File: config.mk
export PLATFORM = sky130hd
export DESIGN_NAME = mcycle_unit
export DESIGN_NICKNAME = d
export VERILOG_FILES = /design/src/rtl/mcycle_unit.sv
export SDC_FILE = /design/constraint.sdc
export NUM_CORES = 1
export LEC_CHECK = 0
export CORE_ASPECT_RATIO = 0.5
export CORE_UTILIZATION = 29
export DETAILED_ROUTE_END_ITERATION = 8
export PLACE_DENSITY = 0.5
export SLEW_MARGIN = 20
export SYNTH_ARGS = -nofsm -noshare
export SYNTH_HDL_FRONTEND = slang
export SYNTH_SLANG_ARGS = --single-unit
File: constraint.sdc
create_clock -name CLK -period 18 [get_ports CLK]
set_clock_uncertainty 0.15 [all_clocks]
set_input_delay 1.8 -clock CLK [delete_from_list [all_inputs] [get_ports CLK]]
set_output_delay 1.8 -clock CLK [all_outputs]
set_load 0.1 [all_outputs]
File: src/rtl/mcycle_unit.sv
// Iterative multiply/divide unit for the execute stage: one result bit per cycle,
// stalling the pipeline through Busy until the sign-corrected result is registered.
module mcycle_unit #(
  parameter int WIDTH = 32
) (
  input  logic             CLK,
  input  logic             RESETn,
  input  logic             Start,
  input  logic [1:0]       MCycleOp,
  input  logic [WIDTH-1:0] Operand1,
  input  logic [WIDTH-1:0] Operand2,
  output logic [WIDTH-1:0] Result1,
  output logic [WIDTH-1:0] Result2,
  output logic             Busy
);

  localparam int CW = (WIDTH > 1) ? $clog2(WIDTH) : 1;

  typedef enum logic [1:0] {IDLE, COMPUTING, DONE} stateT;

  stateT              stateReg, stateNext;
  logic [CW-1:0]      countReg;
  logic               opDivReg;
  logic               negQReg, negRReg, divZeroReg;
  logic [WIDTH-1:0]   aReg, bReg, loReg, rawOp1Reg;
  logic [WIDTH:0]     hiReg;
  logic [WIDTH-1:0]   result1Reg, result2Reg;

  // Operand conditioning at the start edge (signed ops use magnitudes)
  logic               isSigned, neg1, neg2;
  logic [WIDTH-1:0]   abs1, abs2;

  // One iteration of the shared datapath
  logic [WIDTH:0]     mulSum, divShift, divDiff;
  logic               divFits;
  logic [WIDTH:0]     hiNext;
  logic [WIDTH-1:0]   loNext;
  logic [2*WIDTH-1:0] prodMag, prodFix;
  logic [WIDTH-1:0]   quotFix, remFix, fin1, fin2;
  logic               lastIter;

  assign isSigned = ~MCycleOp[0];
  assign neg1     = isSigned & Operand1[WIDTH-1];
  assign neg2     = isSigned & Operand2[WIDTH-1];
  assign abs1     = neg1 ? -Operand1 : Operand1;
  assign abs2     = neg2 ? -Operand2 : Operand2;
  assign lastIter = (countReg == CW'(WIDTH - 1));

  always_comb begin
    mulSum   = hiReg + (loReg[0] ? {1'b0, aReg} : '0);
    divShift = {hiReg[WIDTH-1:0], loReg[WIDTH-1]};
    divFits  = (divShift >= {1'b0, bReg});
    divDiff  = divShift - {1'b0, bReg};
    hiNext   = hiReg;
    loNext   = loReg;
    if (!opDivReg) begin
      // hi:lo is the running product; the multiplier shifts out of lo
      hiNext = {1'b0, mulSum[WIDTH:1]};
      loNext = {mulSum[0], loReg[WIDTH-1:1]};
    end else if (divFits) begin
      hiNext = divDiff;
      loNext = {loReg[WIDTH-2:0], 1'b1};
    end else begin
      hiNext = divShift;
      loNext = {loReg[WIDTH-2:0], 1'b0};
    end
  end

  always_comb begin
    prodMag = {hiNext[WIDTH-1:0], loNext};
    prodFix = negQReg ? -prodMag : prodMag;
    quotFix = negQReg ? -loNext : loNext;
    remFix  = negRReg ? -hiNext[WIDTH-1:0] : hiNext[WIDTH-1:0];
    fin1    = prodFix[WIDTH-1:0];
    fin2    = prodFix[2*WIDTH-1:WIDTH];
    if (opDivReg) begin
      fin1 = divZeroReg ? '1 : quotFix;
      fin2 = divZeroReg ? rawOp1Reg : remFix;
    end
  end

  always_comb begin
    stateNext = stateReg;
    unique case (stateReg)
      IDLE:      if (Start) stateNext = COMPUTING;
      COMPUTING: if (lastIter) stateNext = DONE;
      DONE:      stateNext = IDLE;
      default:   stateNext = IDLE;
    endcase
  end

  always_ff @(posedge CLK) begin
    if (!RESETn) begin
      stateReg   <= IDLE;
      countReg   <= '0;
      result1Reg <= '0;
      result2Reg <= '0;
    end else begin
      stateReg <= stateNext;
      unique case (stateReg)
        IDLE: if (Start) begin
          opDivReg   <= MCycleOp[1];
          aReg       <= abs1;
          bReg       <= MCycleOp[1] ? abs2 : abs2;
          loReg      <= MCycleOp[1] ? abs1 : abs2;
          hiReg      <= '0;
          negQReg    <= neg1 ^ neg2;
          negRReg    <= neg1;
          divZeroReg <= (Operand2 == '0);
          rawOp1Reg  <= Operand1;
          countReg   <= '0;
        end
        COMPUTING: begin
          hiReg    <= hiNext;
          loReg    <= loNext;
          countReg <= countReg + 1'b1;
          if (lastIter) begin
            result1Reg <= fin1;
            result2Reg <= fin2;
          end
        end
        default: ;
      endcase
    end
  end

  assign Busy    = RESETn & (((stateReg == IDLE) & Start) | (stateReg == COMPUTING));
  assign Result1 = result1Reg;
  assign Result2 = result2Reg;

endmodule
# After elaboration in Yosys (flattened, before gate mapping)
# Cells that the tools add are included.
dict set report totals {
  word_cells 65
  ff_bits 236
  output_inout_bits 65
}
dict set report op_classes {
  eq_ne 4
  n_bitwise 7
  mux 24
  n_reduce_logical 8
  add_sub_neg 8
  order_cmp 1
}
# cell count
set ops {}
lappend ops {{two-way mux 32 bit} 12}
lappend ops {{negator 32 bit} 4}
lappend ops {{two-way mux 33 bit} 3}
lappend ops {{case mux 33 bit (2 select lines)} 1}
lappend ops {{two-way mux 64 bit} 1}
lappend ops {{negator 64 bit} 1}
lappend ops {{case mux 32 bit (2 select lines)} 1}
lappend ops {{adder 33 x 32 -> 33 bit} 1}
lappend ops {{>= comparator 33 x 32 -> 1 bit} 1}
lappend ops {{subtractor 33 x 32 -> 33 bit} 1}
lappend ops {{zero test 32 bit} 1}
lappend ops {{case mux 5 bit (2 select lines)} 1}
lappend ops {{AND reduction 2 bit} 3}
lappend ops {{AND reduction 3 bit} 2}
lappend ops {{adder 5 x 1 -> 5 bit, second input constant} 1}
lappend ops {{== test 5 bit, second input constant} 1}
lappend ops {{two-way mux 5 bit} 1}
lappend ops {{bitwise AND 1 bit} 4}
lappend ops {{two-way mux 2 bit} 2}
lappend ops {{!= test 2 bit, second input constant} 2}
lappend ops {{case mux 2 bit (2 select lines)} 1}
lappend ops {{== test 2 x 1 -> 1 bit, second input constant} 1}
lappend ops {{zero test 2 bit} 1}
lappend ops {{nonzero test 2 bit} 1}
lappend ops {{4 further kinds} 4}

# Logic depth before layout (Yosys ltp)
dict set report depth {
  word_depth 7
  ltp_mapped 21
  mapped_depth_nobuf 17
}

# Worst setup path after synthesis
# No wires, ideal clock.
dict set report synth_timing {
  kind {input port to flip-flop}
  startpoint {in RESETn}
  endpoint {reg aReg[0] (enable)}
  path_stages 3
  slack_ns 5.361
  arrival_ns 11.685
  cell_sequence {clkbuf_1 clkbuf_1 nor4bb_1}
}
dict set report synth_via {
  elab_chain_len 1
}
# item line_no
set synth_lines {}
lappend synth_lines {{from (decl)} 7} ;# input logic RESETn,
lappend synth_lines {{AND reduction 3 bit (no line)} --}
lappend synth_lines {{to (signal assigned)} 103} ;# aReg <= abs1;
lappend synth_lines {{to (decl)} 25} ;# logic [WIDTH-1:0] aReg, bReg, loReg, rawOp1Reg;
# Every way passes these cells.
# A chain may end at the register's enable or synchronous reset.

# Worst setup path in the final report
dict set report layout_timing {
  startpoint {reg hiReg[2]}
  endpoint {reg result2Reg[16] (netlist: Result2[16])}
}
dict set report layout_via {
  elab_chain_len 7
  word_cells_on_any_way 13
  cone_classes {add/sub (4); order compare (1); mux (8)}
}
# item line_no
set layout_lines {}
lappend layout_lines {{from (decl)} 26} ;# logic [WIDTH:0] hiReg;
lappend layout_lines {{from (signal assigned)} 114} ;# hiReg <= hiNext;
lappend layout_lines {{subtractor 33 x 32 -> 33 bit or >= comparator 33 x 32 -> 1 bit (tied branches)} {53, 52}}
lappend layout_lines {{two-way mux 33 bit} 60} ;# end else if (divFits) begin
lappend layout_lines {{two-way mux 33 bit} 56} ;# if (!opDivReg) begin
lappend layout_lines {{negator 32 bit} 73} ;# remFix = negRReg ? -hiNext[WIDTH-1:0] : hiNext[WIDTH-1:0];
lappend layout_lines {{two-way mux 32 bit} 73}
lappend layout_lines {{two-way mux 32 bit} 78} ;# fin2 = divZeroReg ? rawOp1Reg : remFix;
lappend layout_lines {{two-way mux 32 bit *} 76} ;# if (opDivReg) begin
lappend layout_lines {{to (signal assigned)} 119} ;# result2Reg <= fin2;
lappend layout_lines {{to (decl)} 27} ;# logic [WIDTH-1:0] result1Reg, result2Reg;
# Mark *: on every way between the ends. The rest lies on a longest branch, timed or not.

==> impl_results.md <==
- Vias per cell: 5.67
- Tot Pwr: 1.69 mW
- Critical Path Sink Type: flop
- R2R Setup Slk: 12.06 ns
- Gr usage total: 0.235
- Die Wd: 355 um
- Nets: 2,265
- Die Span Y: 179 um
- DR pass1 iterations: 5
- Synthesized instance count: 2,038
- Core Area: 61,400 um^2
- Slew HR: 0.246
- CP Launch Type: flop
- Final hold violations: 0
- DRC: 0
- Final-layout fill cell count: 6,364
- CTS tree: built
- Final WS setup: 12.06 ns
- Final ANT Viol Nets: 0
- Vias in the first global route: 16,003
- Placement Setup Slack: 12.14 ns
- PD cells: 80.1 nW/um^2
- FMAX: 0.168 GHz
- Fin. max-slew vios: 0
- Synth unique cells: 104
- Clock Sinks: 235
- Hold path endpoint: Result2[0]
- Die ar.: 63,500 um^2
- Placer Congestion: 0.949
- Std cell rows: 64
- Worst hold path class: flop to flop
- Syn Nets: 2,179
- CTS max path bufs: 3
- Global-route wire length before repair: 110,000 um
- Reg2reg path depth: 16
- RSZ-0062 raised after global routing: no
- Initial antenna violation count: 4
- Worst Hold Launch: Result2[0]
- Peak supply drop: 70.9 uV
- TritonCTS buffer count: 27
- Hold path cells: 2
- Yosys warnings: 0
- Synthesized flop and latch total: 235
- Number of DRC markers in iteration 0: 1,991
- Post-CTS Resized: 0
- Worst setup startpoint: hiReg[2]
- Minimum clock period: 5.94 ns
- Worst-path clk slew: 0.07 ns
- Setup bufs post-CTS: 0
- Register area share after synthesis: 0.350
- Top FF cell, synth: edfxtp_1
- Clock latency on the worst-skew pair: 0.59 ns
- Gr ovfl total: 0
- Post-synthesis cell area: 18,100 um^2
- Io pins: 134
- Layout cells sized above 1: 0.0788
- Syn_area_per_cell: 8.89 um^2
- Cts hold-fix bufs: 0
- Post-synth EDFFs: 164
- Routed WL: 76,300 um
- # H-tree levels: 1
- Worst setup path category: flop to flop
- Root Buffer: clkbuf_16
- Initial Utilization: 0.295
- DP HPWL: 58,700 um
- Register Area: 6350 um^2
- Capturing point of the worst reg2reg path: Result2[16]
- Max Fanout on Critical Path: 14
- MaxCap Viol Count: 0
- Status: finished clean
- Area of the multi-input gates: 11,100 um^2
- CP required: 18.37 ns
- Setup TNS: 0 ns
- Largest net degree at the start of global routing: 70
- Tcrit/Tclk final: 0.330
- Actual slew at the worst max-slew pin: 1.12 ns
- Port Buffers: 133
- Leakage power: 7.70 nW
- Via count: 16,851
- Routed WL per cell: 25.7 um
- CP Data Arrival Time: 6.31 ns
- Post-synth ARST share: 0
- RR Startpoint: hiReg[2]
- Final setup fails: 0
- Area grow syn2layout: 16.7%
[worst max path at each step]
stage,end,slack (ns),cells after the start
6_report,Result2[16],12.06,16
3_3_place_gp,Busy,12.16,4
4_1_cts,Result2[16],12.14,16
3_5_place_dp,Result2[16],12.14,16
5_1_grt,Result2[30],11.68,16
2_1_floorplan,aReg[0],5.36,3
[routing by layer]
metal / GRT usage / up-vias / share of wire
met3: 0.0639 / 102 / 0.098
met4: 0.0600 / 0 / 0.025
met2: 0.345 / 671 / 0.41
li1: - / 7793 / -
met5: 0 / - / 0
met1: 0.336 / 8285 / 0.47
[flip-flops by register name, indices dropped and copies added, names as in the netlist, 2 cells and up]
name and count:
bReg 32, countReg 5, stateReg 2, Result1 32, aReg 32, hiReg 33, Result2 32, rawOp1Reg 31
loReg 32
[kinds of logic after synthesis]
logic type | synth area share
and+or+nand+nor | 0.196
AOI/OAI and AO/OA | 0.228
DFF | 0.350
buffers and inverters | 0.0395
xor gates and xnor gates | 0.0817
muxes | 0.0537
adders and majority gates | 0.0506
[synth_stat cells, drive strengths merged (64+ instances only)]
cell type	instances	area (um^2)
nand2	167	634
edfxtp	164	4920
xor2	72	631
mux2i	86	861
nor2	178	671
ha	70	876
clkbuf	76	285
o21ai	149	757
xnor2	97	850
inv	64	240
a21oi	156	796
dfxtp	71	1420
[critical path: stages (launching register included)]
cell and delay, ns:
edfxtp_1 0.45, ha_1 0.45, a21oi_2 0.28, nand2b_1 0.24, a311oi_4 0.15, o31ai_4 0.66, a41o_1 0.56, ha_1 0.27
nand2_1 0.08, nor2_1 0.50, nand2_1 0.29, or4_1 0.73, or2_2 0.37, o41ai_2 0.23, xor2_1 0.17, a22oi_1 0.11
a21oi_1 0.20
[final cells by class]
class | count | area share
Sequential cell | 235 | 0.300
Inverter | 64 | 0.0114
Antenna cell | 3 | 0.000355
Clock inverter | 16 | 0.00852
Timing Repair Buffer | 163 | 0.0732
Multi-Input combinational cell | 1633 | 0.524
Clock buffer | 34 | 0.0332
Tap cell | 825 | 0.0488
[through the flow]
stage | util | hold WS, ns | cells | area [um^2]
detailed placement | 0.330 | 0.311 | 2920 | 20300
global route | 0.344 | 0.337 | 2970 | 21100
CTS | 0.344 | 0.320 | 2970 | 21100
floorplan | - | 0.335 | 2038 | 18100
finish | 0.344 | 0.317 | 2973 | 21100
global placement | 0.330 | 0.307 | 2920 | 20300
[layout by cell type, fill, tap and decap left out, types with 10 or more instances in the layout]
cell,netlist,final
a211oi_1,15,15
a21boi_0,16,16
a21o_1,29,29
a21oi_1,152,152
a221oi_1,11,11
a311oi_1,11,11
a31oi_1,28,28
and2_1,49,48
and3_1,17,17
buf_4,7,30
clkbuf_16,0,27
clkdlybuf4s50_1,0,131
dfxtp_1,71,71
edfxtp_1,164,164
ha_1,70,70
inv_1,64,63
mux2_2,10,10
mux2i_1,86,86
nand2_1,166,166
nand2b_1,21,20
nand3_1,46,46
nand4_1,31,31
nor2_1,177,176
nor2b_1,22,21
nor3_1,54,54
nor4_1,20,20
o211ai_1,34,34
o21a_1,14,14
o21ai_0,138,138
o31ai_1,22,22
or2_2,15,15
or3_1,28,28
xnor2_1,97,97
xor2_1,72,72
[power breakdown]
group	internal [mW]	switching [mW]
logic	0.162	0.328
registers	0.611	0.0197
clock network	0.322	0.251
total	1.09	0.599
Power figures use the tool's default switching activity.
